<file path="config.mk">
export PLATFORM = sky130hd
export DESIGN_NAME = inst_fetch_flat
export DESIGN_NICKNAME = d
export VERILOG_FILES = /design/src/rtl/inst_fetch_if.sv /design/src/rtl/inst_fetch.sv /design/src/flat_wrapper.sv
export SDC_FILE = /design/constraint.sdc
export NUM_CORES = 1
export LEC_CHECK = 0
export CAP_MARGIN = 10
export CORE_UTILIZATION = 45
export DETAILED_ROUTE_END_ITERATION = 7
export PLACE_DENSITY = 0.7
export SYNTH_ARGS = -nofsm -noshare
export SYNTH_HDL_FRONTEND = slang
export SYNTH_SLANG_ARGS = --single-unit
</file>
<file path="constraint.sdc">
create_clock -name clk -period 2.8 [get_ports clk]
set_input_delay 0.56 -clock clk [delete_from_list [all_inputs] [get_ports clk]]
set_output_delay 0.56 -clock clk [all_outputs]
set_load 0.005 [all_outputs]
</file>
<file path="src/rtl/inst_fetch_if.sv">
// rtl/inst_fetch_if.sv - instruction-memory and decoder handshake bundle for inst_fetch
//
// Signals:
//   imem_req / imem_addr       fetch unit -> instruction memory read request
//   imem_ack / imem_data       instruction memory -> fetch unit one-cycle response
//   inst_valid / inst / inst_pc fetch unit -> decoder instruction slot
//   inst_ready                 decoder -> fetch unit accept
//   redirect / redirect_pc     branch unit -> fetch unit flush and retarget
// Modports:
//   master  the fetch unit side
//   slave   the environment side (memory, decoder, branch unit)

interface inst_fetch_if;
    logic        imem_req;
    logic [31:0] imem_addr;
    logic        imem_ack;
    logic [31:0] imem_data;
    logic        inst_valid;
    logic        inst_ready;
    logic [31:0] inst;
    logic [31:0] inst_pc;
    logic        redirect;
    logic [31:0] redirect_pc;

    modport master (
        output imem_req, imem_addr, inst_valid, inst, inst_pc,
        input  imem_ack, imem_data, inst_ready, redirect, redirect_pc
    );

    modport slave (
        input  imem_req, imem_addr, inst_valid, inst, inst_pc,
        output imem_ack, imem_data, inst_ready, redirect, redirect_pc
    );
endinterface

</file>
<file path="src/rtl/inst_fetch.sv">
// rtl/inst_fetch.sv - instruction fetch unit with 2-entry buffer and redirect flush
//
// Ports:
//   clk    single clock, rising edge
//   rst_n  asynchronous active-low reset
//   bus    inst_fetch_if.master: memory request/response, decoder slot, redirect
// Parameter:
//   RESET_PC  first fetch address after reset (word aligned)

module inst_fetch #(
    parameter logic [31:0] RESET_PC = 32'h0000_0000
) (
    input  logic          clk,
    input  logic          rst_n,
    inst_fetch_if.master  bus
);

    // IDLE: nothing outstanding. WAIT: outstanding, response is kept.
    // DROP: outstanding, response belongs to a squashed path and is discarded.
    typedef enum logic [1:0] {
        IDLE = 2'd0,
        WAIT = 2'd1,
        DROP = 2'd2
    } state_e;

    state_e      state_q, state_d;
    logic [31:0] fetch_pc_q, fetch_pc_d;
    logic [31:0] addr_q, addr_d;
    logic [1:0]  count_q, count_d;
    logic        wr_ptr_q, wr_ptr_d;
    logic        rd_ptr_q, rd_ptr_d;
    logic [31:0] data_q [2];
    logic [31:0] data_d [2];
    logic [31:0] pc_q [2];
    logic [31:0] pc_d [2];

    logic        pop;
    logic        push;
    logic        flush;
    logic [1:0]  cnt_after_pop;
    logic [1:0]  cnt_after_push;
    logic [31:0] redirect_target;
    logic        unused_redirect_lsbs;

    assign redirect_target      = {bus.redirect_pc[31:2], 2'b00};
    assign unused_redirect_lsbs = ^bus.redirect_pc[1:0];

    always_comb begin
        state_d    = state_q;
        fetch_pc_d = fetch_pc_q;
        addr_d     = addr_q;
        push       = 1'b0;
        flush      = bus.redirect;

        // A redirect squashes the decoder handshake as well as any push.
        pop            = (count_q != 2'd0) && bus.inst_ready && !bus.redirect;
        cnt_after_pop  = count_q - {1'b0, pop};
        cnt_after_push = cnt_after_pop + 2'd1;

        case (state_q)
            IDLE: begin
                // Only start a request if there will be room for its response.
                if (!bus.redirect && (cnt_after_pop < 2'd2)) begin
                    state_d = WAIT;
                    addr_d  = fetch_pc_q;
                end
            end
            WAIT: begin
                if (bus.redirect) begin
                    state_d = bus.imem_ack ? IDLE : DROP;
                end else if (bus.imem_ack) begin
                    push       = 1'b1;
                    fetch_pc_d = addr_q + 32'd4;
                    if (cnt_after_push < 2'd2) begin
                        state_d = WAIT;
                        addr_d  = addr_q + 32'd4;
                    end else begin
                        state_d = IDLE;
                    end
                end
            end
            DROP: begin
                if (bus.imem_ack) begin
                    state_d = IDLE;
                end
            end
            default: begin
                state_d = IDLE;
            end
        endcase

        if (bus.redirect) begin
            fetch_pc_d = redirect_target;
        end

        if (flush) begin
            count_d = 2'd0;
        end else if (push) begin
            count_d = cnt_after_push;
        end else begin
            count_d = cnt_after_pop;
        end

        data_d   = data_q;
        pc_d     = pc_q;
        wr_ptr_d = wr_ptr_q;
        rd_ptr_d = rd_ptr_q;
        if (flush) begin
            wr_ptr_d = 1'b0;
            rd_ptr_d = 1'b0;
        end else begin
            if (push) begin
                data_d[wr_ptr_q] = bus.imem_data;
                pc_d[wr_ptr_q]   = addr_q;
                wr_ptr_d         = ~wr_ptr_q;
            end
            if (pop) begin
                rd_ptr_d = ~rd_ptr_q;
            end
        end
    end

    always_ff @(posedge clk or negedge rst_n) begin
        if (!rst_n) begin
            state_q    <= IDLE;
            fetch_pc_q <= RESET_PC;
            addr_q     <= RESET_PC;
            count_q    <= 2'd0;
            wr_ptr_q   <= 1'b0;
            rd_ptr_q   <= 1'b0;
            for (int i = 0; i < 2; i++) begin
                data_q[i] <= 32'd0;
                pc_q[i]   <= 32'd0;
            end
        end else begin
            state_q    <= state_d;
            fetch_pc_q <= fetch_pc_d;
            addr_q     <= addr_d;
            count_q    <= count_d;
            wr_ptr_q   <= wr_ptr_d;
            rd_ptr_q   <= rd_ptr_d;
            for (int i = 0; i < 2; i++) begin
                data_q[i] <= data_d[i];
                pc_q[i]   <= pc_d[i];
            end
        end
    end

    assign bus.imem_req   = (state_q != IDLE);
    assign bus.imem_addr  = addr_q;
    assign bus.inst_valid = (count_q != 2'd0);
    // Zero the slot when empty so the decoder never sees a flushed word.
    assign bus.inst       = bus.inst_valid ? data_q[rd_ptr_q] : 32'd0;
    assign bus.inst_pc    = bus.inst_valid ? pc_q[rd_ptr_q] : 32'd0;

endmodule

</file>
<file path="src/flat_wrapper.sv">
// flat-port wrapper written by rule: the top's interface ports become plain ports
module inst_fetch_flat 
#(
    parameter logic [31:0] RESET_PC = 32'h0000_0000
)
  (clk, rst_n, bus_imem_req, bus_imem_addr, bus_inst_valid, bus_inst, bus_inst_pc, bus_imem_ack, bus_imem_data, bus_inst_ready, bus_redirect, bus_redirect_pc);
  inst_fetch_if bus_i ();
  input  logic clk;
  input  logic rst_n;
  output wire logic [$bits(bus_i.imem_req)-1:0] bus_imem_req;
  output wire logic [$bits(bus_i.imem_addr)-1:0] bus_imem_addr;
  output wire logic [$bits(bus_i.inst_valid)-1:0] bus_inst_valid;
  output wire logic [$bits(bus_i.inst)-1:0] bus_inst;
  output wire logic [$bits(bus_i.inst_pc)-1:0] bus_inst_pc;
  input wire logic [$bits(bus_i.imem_ack)-1:0] bus_imem_ack;
  input wire logic [$bits(bus_i.imem_data)-1:0] bus_imem_data;
  input wire logic [$bits(bus_i.inst_ready)-1:0] bus_inst_ready;
  input wire logic [$bits(bus_i.redirect)-1:0] bus_redirect;
  input wire logic [$bits(bus_i.redirect_pc)-1:0] bus_redirect_pc;
  assign bus_imem_req = bus_i.imem_req;
  assign bus_imem_addr = bus_i.imem_addr;
  assign bus_inst_valid = bus_i.inst_valid;
  assign bus_inst = bus_i.inst;
  assign bus_inst_pc = bus_i.inst_pc;
  assign bus_i.imem_ack = bus_imem_ack;
  assign bus_i.imem_data = bus_imem_data;
  assign bus_i.inst_ready = bus_inst_ready;
  assign bus_i.redirect = bus_redirect;
  assign bus_i.redirect_pc = bus_redirect_pc;
  inst_fetch #(.RESET_PC(RESET_PC)) u_core (.clk(clk), .rst_n(rst_n), .bus(bus_i));
endmodule
</file>
## After elaboration in Yosys (flattened, before gate mapping)

Cells that the tools add are included.

- Register bits: 198
- Bits in read-only memories: 0
- Word-level logic and storage cells: 84
- Latch bits: 0
- Memories kept: 0
- Output and inout bits: 98
- Input bits: 69
- Bits in writable memories: 0

- Mux-type cells: 36
- Shift-type cells: 0
- Divide/modulo/power cells: 0
- Magnitude comparators: 5
- Equal/unequal tests: 8
- $mul: 0
- Reductions and logical operators: 17
- Bitwise logic cells: 5
- $add $sub $neg: 3

Operators with widths:

| cell | count |
|---|---|
| $mux W32 | 16 |
| $bwmux W64 | 2 |
| $pmux W32 S2 | 1 |
| $add A32 B3 Y32 const B | 1 |
| $demux W32 S1 | 1 |
| $mux W2 | 7 |
| $reduce_bool A2 Y1 | 7 |
| $mux W1 | 8 |
| $ne A2 B2 Y1 const B | 3 |
| $pmux W2 S3 | 1 |
| $reduce_and A5 Y1 | 1 |
| $ge A2 B2 Y1 const B | 2 |
| $logic_and A1 B1 Y1 | 4 |
| $lt A2 B2 Y1 const B | 2 |
| $ne A2 B1 Y1 const B | 2 |
| $not A1 Y2 | 2 |
| $reduce_and A2 Y1 | 2 |
| $ne A3 B3 Y1 const B | 1 |
| $not A1 Y1 | 3 |
| $reduce_and A3 Y1 | 1 |
| $add A2 B1 Y2 const B | 1 |
| $eq A2 B1 Y1 const B | 1 |
| $eq A2 B2 Y1 const B | 1 |
| $logic_not A2 Y1 | 1 |
| 3 further kinds | 3 |

## Logic depth before layout (Yosys ltp)

- Depth after elaboration: 10
- Gate-level depth with buffers: 12
- Gate-level depth less buffers: 10

## Least setup slack after synthesis

Ideal clock, no wire load.

- Path type: input port to flip-flop
- Start point: input port bus_redirect
- End point: register u_core.addr_q[31] (netlist: u_core.bus.imem_addr[31])
- Setup time: 0.139 ns
- Data arrival time: 2.698 ns
- Path slack: -0.037 ns
- Stages on the path: 10
- Buffers on the path: 3
- Data required time: 2.661 ns
- Cell sequence: buf_2 > buf_1 > nor2_1 > ha_1 > xor2_1 > nor3b_1 > a21o_1 > buf_1 > mux2i_1 > o211ai_1

- Cells in the longest elaborated chain, start to end: 7
- Elaborated cells between the ends (all ways): 11
- Classes of those cells: add/sub (2); order compare (2); eq/ne (3); reduce/logical (4)

Ends and longest elaborated chain:

| item | line | source |
|---|---|---|
| start: declaration | flat_wrapper.sv:18 | `input wire logic [$bits(bus_i.redirect)-1:0] bus_redirect;` |
| $logic_not A1 Y1 | inst_fetch.sv:56, inst_fetch.sv:63 |  |
| $logic_and A1 B1 Y1 | inst_fetch.sv:56 | `pop = (count_q != 2'd0) && bus.inst_ready && !bus.redirect;` |
| $sub A2 B1 Y2 | inst_fetch.sv:57 | `cnt_after_pop = count_q - {1'b0, pop};` |
| $add A2 B1 Y2 or $lt A2 B2 Y1 (tied branches) | inst_fetch.sv:58, inst_fetch.sv:63 |  |
| $lt A2 B2 Y1 or $logic_and A1 B1 Y1 (tied branches) | inst_fetch.sv:74, inst_fetch.sv:63 |  |
| $ne A2 B1 Y1 (no line) | - |  |
| $reduce_and A5 Y1 (no line) (*) | - |  |
| end signal: assignment | inst_fetch.sv:138 | `addr_q <= addr_d;` |
| end: declaration | inst_fetch.sv:28 | `logic [31:0] addr_q, addr_d;` |

Every way passes the cells marked *; elsewhere a longest branch is shown, timed or not.
A chain may end at the register's enable or synchronous reset.

## Final worst setup path

- Start point: register u_core.rd_ptr_q
- End point: output port bus_inst_pc[19]

- Cells in the longest elaborated chain, start to end: 5

Ends and longest elaborated chain:

| item | line | source |
|---|---|---|
| start: declaration | inst_fetch.sv:31 | `logic rd_ptr_q, rd_ptr_d;` |
| start signal: assignment | inst_fetch.sv:141 | `rd_ptr_q <= rd_ptr_d;` |
| $not A1 Y2 (not written as such) | inst_fetch.sv:154 | `assign bus.inst_pc = bus.inst_valid ? pc_q[rd_ptr_q] : 32'd0;` |
| $mux W32 (not written as such) (3 in series) | inst_fetch.sv:154 |  |
| $mux W32 | inst_fetch.sv:154 |  |
| end: declaration | flat_wrapper.sv:14 | `output wire logic [$bits(bus_i.inst_pc)-1:0] bus_inst_pc;` |

No other way between the ends. The select of a mux whose other input is x is not followed.

==> results summary <==
The flow ran to the end, and the final reports show no timing, DRC or antenna violations. The number of diodes added for antenna fixing came out at 0. The worst register-to-register path begins at u_core.count_q[0]$_DFF_PN0_. In the layout the commonest cells are sky130_fd_sc_hd__dfrtp_1, sky130_fd_sc_hd__clkdlybuf4s50_1, sky130_fd_sc_hd__mux2_2. The count of pins over their slew limit came to 0. The number of antenna violations at the first check in global routing came out at 0. The critical path's slowest cell is sky130_fd_sc_hd__dfrtp_4.

The final number of hold-violating endpoints came out at 0. Summed over all cells, the static leakage comes to roughly 0.0053 uW. The critical path in this run is classified as flop to output pin.

The number of violations reported at the end of detailed-routing iteration 0 is 375. The worst ir drop on vdd came out at 0.000541 V. The congestion estimate from routability-driven global placement came to roughly 0.8. STA classifies the critical path startpoint as a flop. around 170 I/O pins were placed. After floorplanning, the core was sized to cover approximately 21000 um^2. The layout has ~1800 filler cells. The number of buffers inserted during clock tree synthesis is 17. For the worst flop-to-flop path, the logic depth is 11. TritonCTS built the clock tree. The first detailed-routing pass ran for 6 iterations. The area growth from synthesis to final layout came out at 29.5%. The root buffer cell chosen for the clock tree is sky130_fd_sc_hd__clkbuf_16. For this run, the leading register cell type out of synthesis is sky130_fd_sc_hd__dfrtp_1. The number of instances in the synthesized netlist came out at approximately 880. The number of cells upsized or downsized after cts is 0. The post-layout minimum cycle time is 2.59 ns. The routed via count came out at approximately 7300. The clock-pin slew reported for the worst setup and hold paths after clock tree synthesis came out at 0.07 ns. The final HPWL from detailed placement came out at about 16000 um. The share of the clock period used by the worst path after layout is between 90% and 100%. On the worst path, the slowest cell contributes a delay of around 0.55 ns.

The power per unit of standard cell area is ~1000 nW/um^2. The pin count of the biggest net entering global routing came out at 83. The most common library cell in the layout ignoring fill and taps is sky130_fd_sc_hd__dfrtp_1. The post-detailed-route wirelength per cell is 17.2 um. The number of sinks driven by the clock tree came out at roughly 200. The post-route clock skew is ~0.013 ns. The routed design has about 23000 um of wire. The number of post-CTS setup repair buffers came out at 0.

In this run, synthesis produced a sequential element count of approximately 200. The number of H-tree branching levels is 4. The power after layout is 12900 uW.

The Yosys step of the flow raised 0 warnings. The final design area excluding fillers came out at ~13000 um^2. The internal reg-to-reg setup slack came out at approximately 0.4 ns.

At the pin with the least slew margin, the transition time is a little over 0.7 ns. The number of routed nets with antenna violations came out at 0. The data required time at the worst endpoint came out at ~2.2 ns. The max-slew headroom at the worst pin came out at a little over half. Input and output buffers added on the ports amount to between 150 and 200.

The via count normalized by instance count came out at about 5.5. The synthesized design contains 0 enable-type register cells. Setup violations remaining at the end of the flow were counted as 0. Counting tap cells, the placed design contains a total of around 1300 instances. The net count after synthesis came out at 955. The final-stage net count is between 1000 and 1500. The worst hold path belongs to the class primary input to async pin.

The clock latency on the worst-skew pair came out at about 0.43 ns. The number of global-route vias before repair came out at 7110. The die is about 150 um tall. The non-filler instance count after layout came out at ~1300. The area enclosed by the die boundary is around 22000 um^2. STA puts the critical path data arrival time at slightly above 2 ns. The first global-routing pass estimated about 37000 um of wire. The unique cell type count in the Yosys netlist is between 50 and 60.

The worst reg2reg path endpoint is u_core.bus.imem_addr[31]$_DFFE_PN0P_. The clock passes through at most 2 buffers. In this run the mean area of a mapped cell was 11.0 um^2. Together, buffers and inverters on the worst path number 2. In this run the cell area of the synthesized design comes to approximately 9800 um^2. The post-route netlist has 21.6% of its cells at a drive strength greater than 1. Across every metal layer, demand over resource in global routing totals about 22%. The timing-limited maximum frequency is just under 0.4 GHz. The global route total overflow came out at 0.

The sequential share of the synthesized area is 50.8%. After detailed routing, the number of remaining DRC violations is 0. The kind of capture point of the worst setup path is an output pin.

Setup repair after global routing left no endpoint under its margin. The async set or reset register ratio after synthesis came out at 100%. On the critical path the largest part of the delay comes from buffers and inverters.

The signal on the critical path passes through buf_12 > mux2i_1 > nor2_1 > clkdlybuf4s50_1. The max capacitance violation total came out at 0. The largest fanout on the critical path came out at 18.

The area of placed instances is between 10000 and 15000 um^2. The number of buffers inserted by hold repair at cts came out at 0. The chip width is between 100 and 150 um. For this configuration, the core starts out at a cell density of 46.1%.

The number of cell rows came out at 53.
## cell type report
class                   count  area, um^2  share of cell area [%]
clock inverters            15         216                    1.71
well taps                 275         344                    2.73
flip-flops and latches    198        4960                    39.3
multi-input cells         612        4530                    35.9
repair buffers            215        2140                    16.9
clock buffers              17         425                    3.37
inverters                   5        18.8                   0.149
## state kept, by name (all words and copies together), names as in the netlist
signal                cells
u_core.bus.imem_addr     32
u_core.count_q            2
u_core.data_q            64
u_core.fetch_pc_q        32
u_core.pc_q              64
u_core.rd_ptr_q           1
u_core.state_q            2
u_core.wr_ptr_q           1
## synthesized netlist by cell type (8+ instances only)
cell                       number  area (um^2)
sky130_fd_sc_hd__a21oi_1       25          125
sky130_fd_sc_hd__nand3_1       16         80.1
sky130_fd_sc_hd__dfrtp_1      198         4950
sky130_fd_sc_hd__nand2_1       74          278
sky130_fd_sc_hd__mux2_2       127         1430
sky130_fd_sc_hd__buf_1         10         37.5
sky130_fd_sc_hd__mux2i_1       78          781
sky130_fd_sc_hd__xor2_1        20          175
sky130_fd_sc_hd__nand4_1        8         50.1
sky130_fd_sc_hd__nor3_1        10         50.1
sky130_fd_sc_hd__clkbuf_1      44          165
sky130_fd_sc_hd__o21ai_0       37          185
sky130_fd_sc_hd__nor2_1        97          364
sky130_fd_sc_hd__buf_2         13         65.1
sky130_fd_sc_hd__o221ai_1      14          123
sky130_fd_sc_hd__xnor2_1       12          105
## power by group
part           total (uW)  internal [uW]  switching, uW
sequential           4910           4010            904
clock                2650           1520           1130
combinational        5300           2960           2330
total               12900           8490           4370
## worst reg2reg max path: stages (launching register included)
cell and delay (ns):
sky130_fd_sc_hd__dfrtp_1 0.41, sky130_fd_sc_hd__nor2_4 0.14, sky130_fd_sc_hd__inv_1 0.07, sky130_fd_sc_hd__nand2_1 0.11
sky130_fd_sc_hd__nor2_1 0.06, sky130_fd_sc_hd__ha_1 0.18, sky130_fd_sc_hd__xor2_1 0.29, sky130_fd_sc_hd__buf_4 0.18
sky130_fd_sc_hd__xor2_1 0.14, sky130_fd_sc_hd__nand2_1 0.14, sky130_fd_sc_hd__or4_1 0.50, sky130_fd_sc_hd__o211ai_1 0.11
## worst max path at each step
stage                                start                              endpoint  cells after the start
4_1_cts        u_core.rd_ptr_q$_DFFE_PN0P_                        bus_inst_pc[4]                      4
5_1_grt        u_core.rd_ptr_q$_DFFE_PN0P_                       bus_inst_pc[19]                      4
2_1_floorplan                 bus_redirect  u_core.bus.imem_addr[31]$_DFFE_PN0P_                     10
3_3_place_gp                bus_inst_ready  u_core.bus.imem_addr[31]$_DFFE_PN0P_                     10
3_5_place_dp                bus_inst_ready  u_core.bus.imem_addr[31]$_DFFE_PN0P_                     10
6_report       u_core.rd_ptr_q$_DFFE_PN0P_                       bus_inst_pc[19]                      4
## kinds of logic after synthesis
group / synth area share (%)
buffers and inverters: 3.07
AOI/OAI and AO/OA: 7.98
DFF: 50.8
adders and majority gates: 0.257
and+or+nand+nor: 12.3
xor gates and xnor gates: 2.87
muxes: 22.7
## per-layer routing
| metal | up-vias | global-route usage [%] | wire length [um] |
|---|---|---|---|
| met4 | 0 | 5.87 | 214 |
| met1 | 3627 | 29.6 | 10800 |
| met5 | - | 0 | 0 |
| met3 | 17 | 3.21 | 926 |
| met2 | 176 | 35.5 | 11100 |
| li1 | 3472 | - | - |
## per-stage QoR
stage	hold slack (ns)	utilization (%)	worst slack, ns	setup TNS (ns)
final	0.139	59.7	0.212	0
after global routing	0.213	59.7	0.158	0
after CTS	0.191	59.5	0.0623	0
after detailed placement	0.479	56.5	-0.00265	-0.00265
after global placement	0.464	56.5	0.0381	0
after floorplan	0.264	-	0.0800	0
Power figures use the tool's default switching activity.
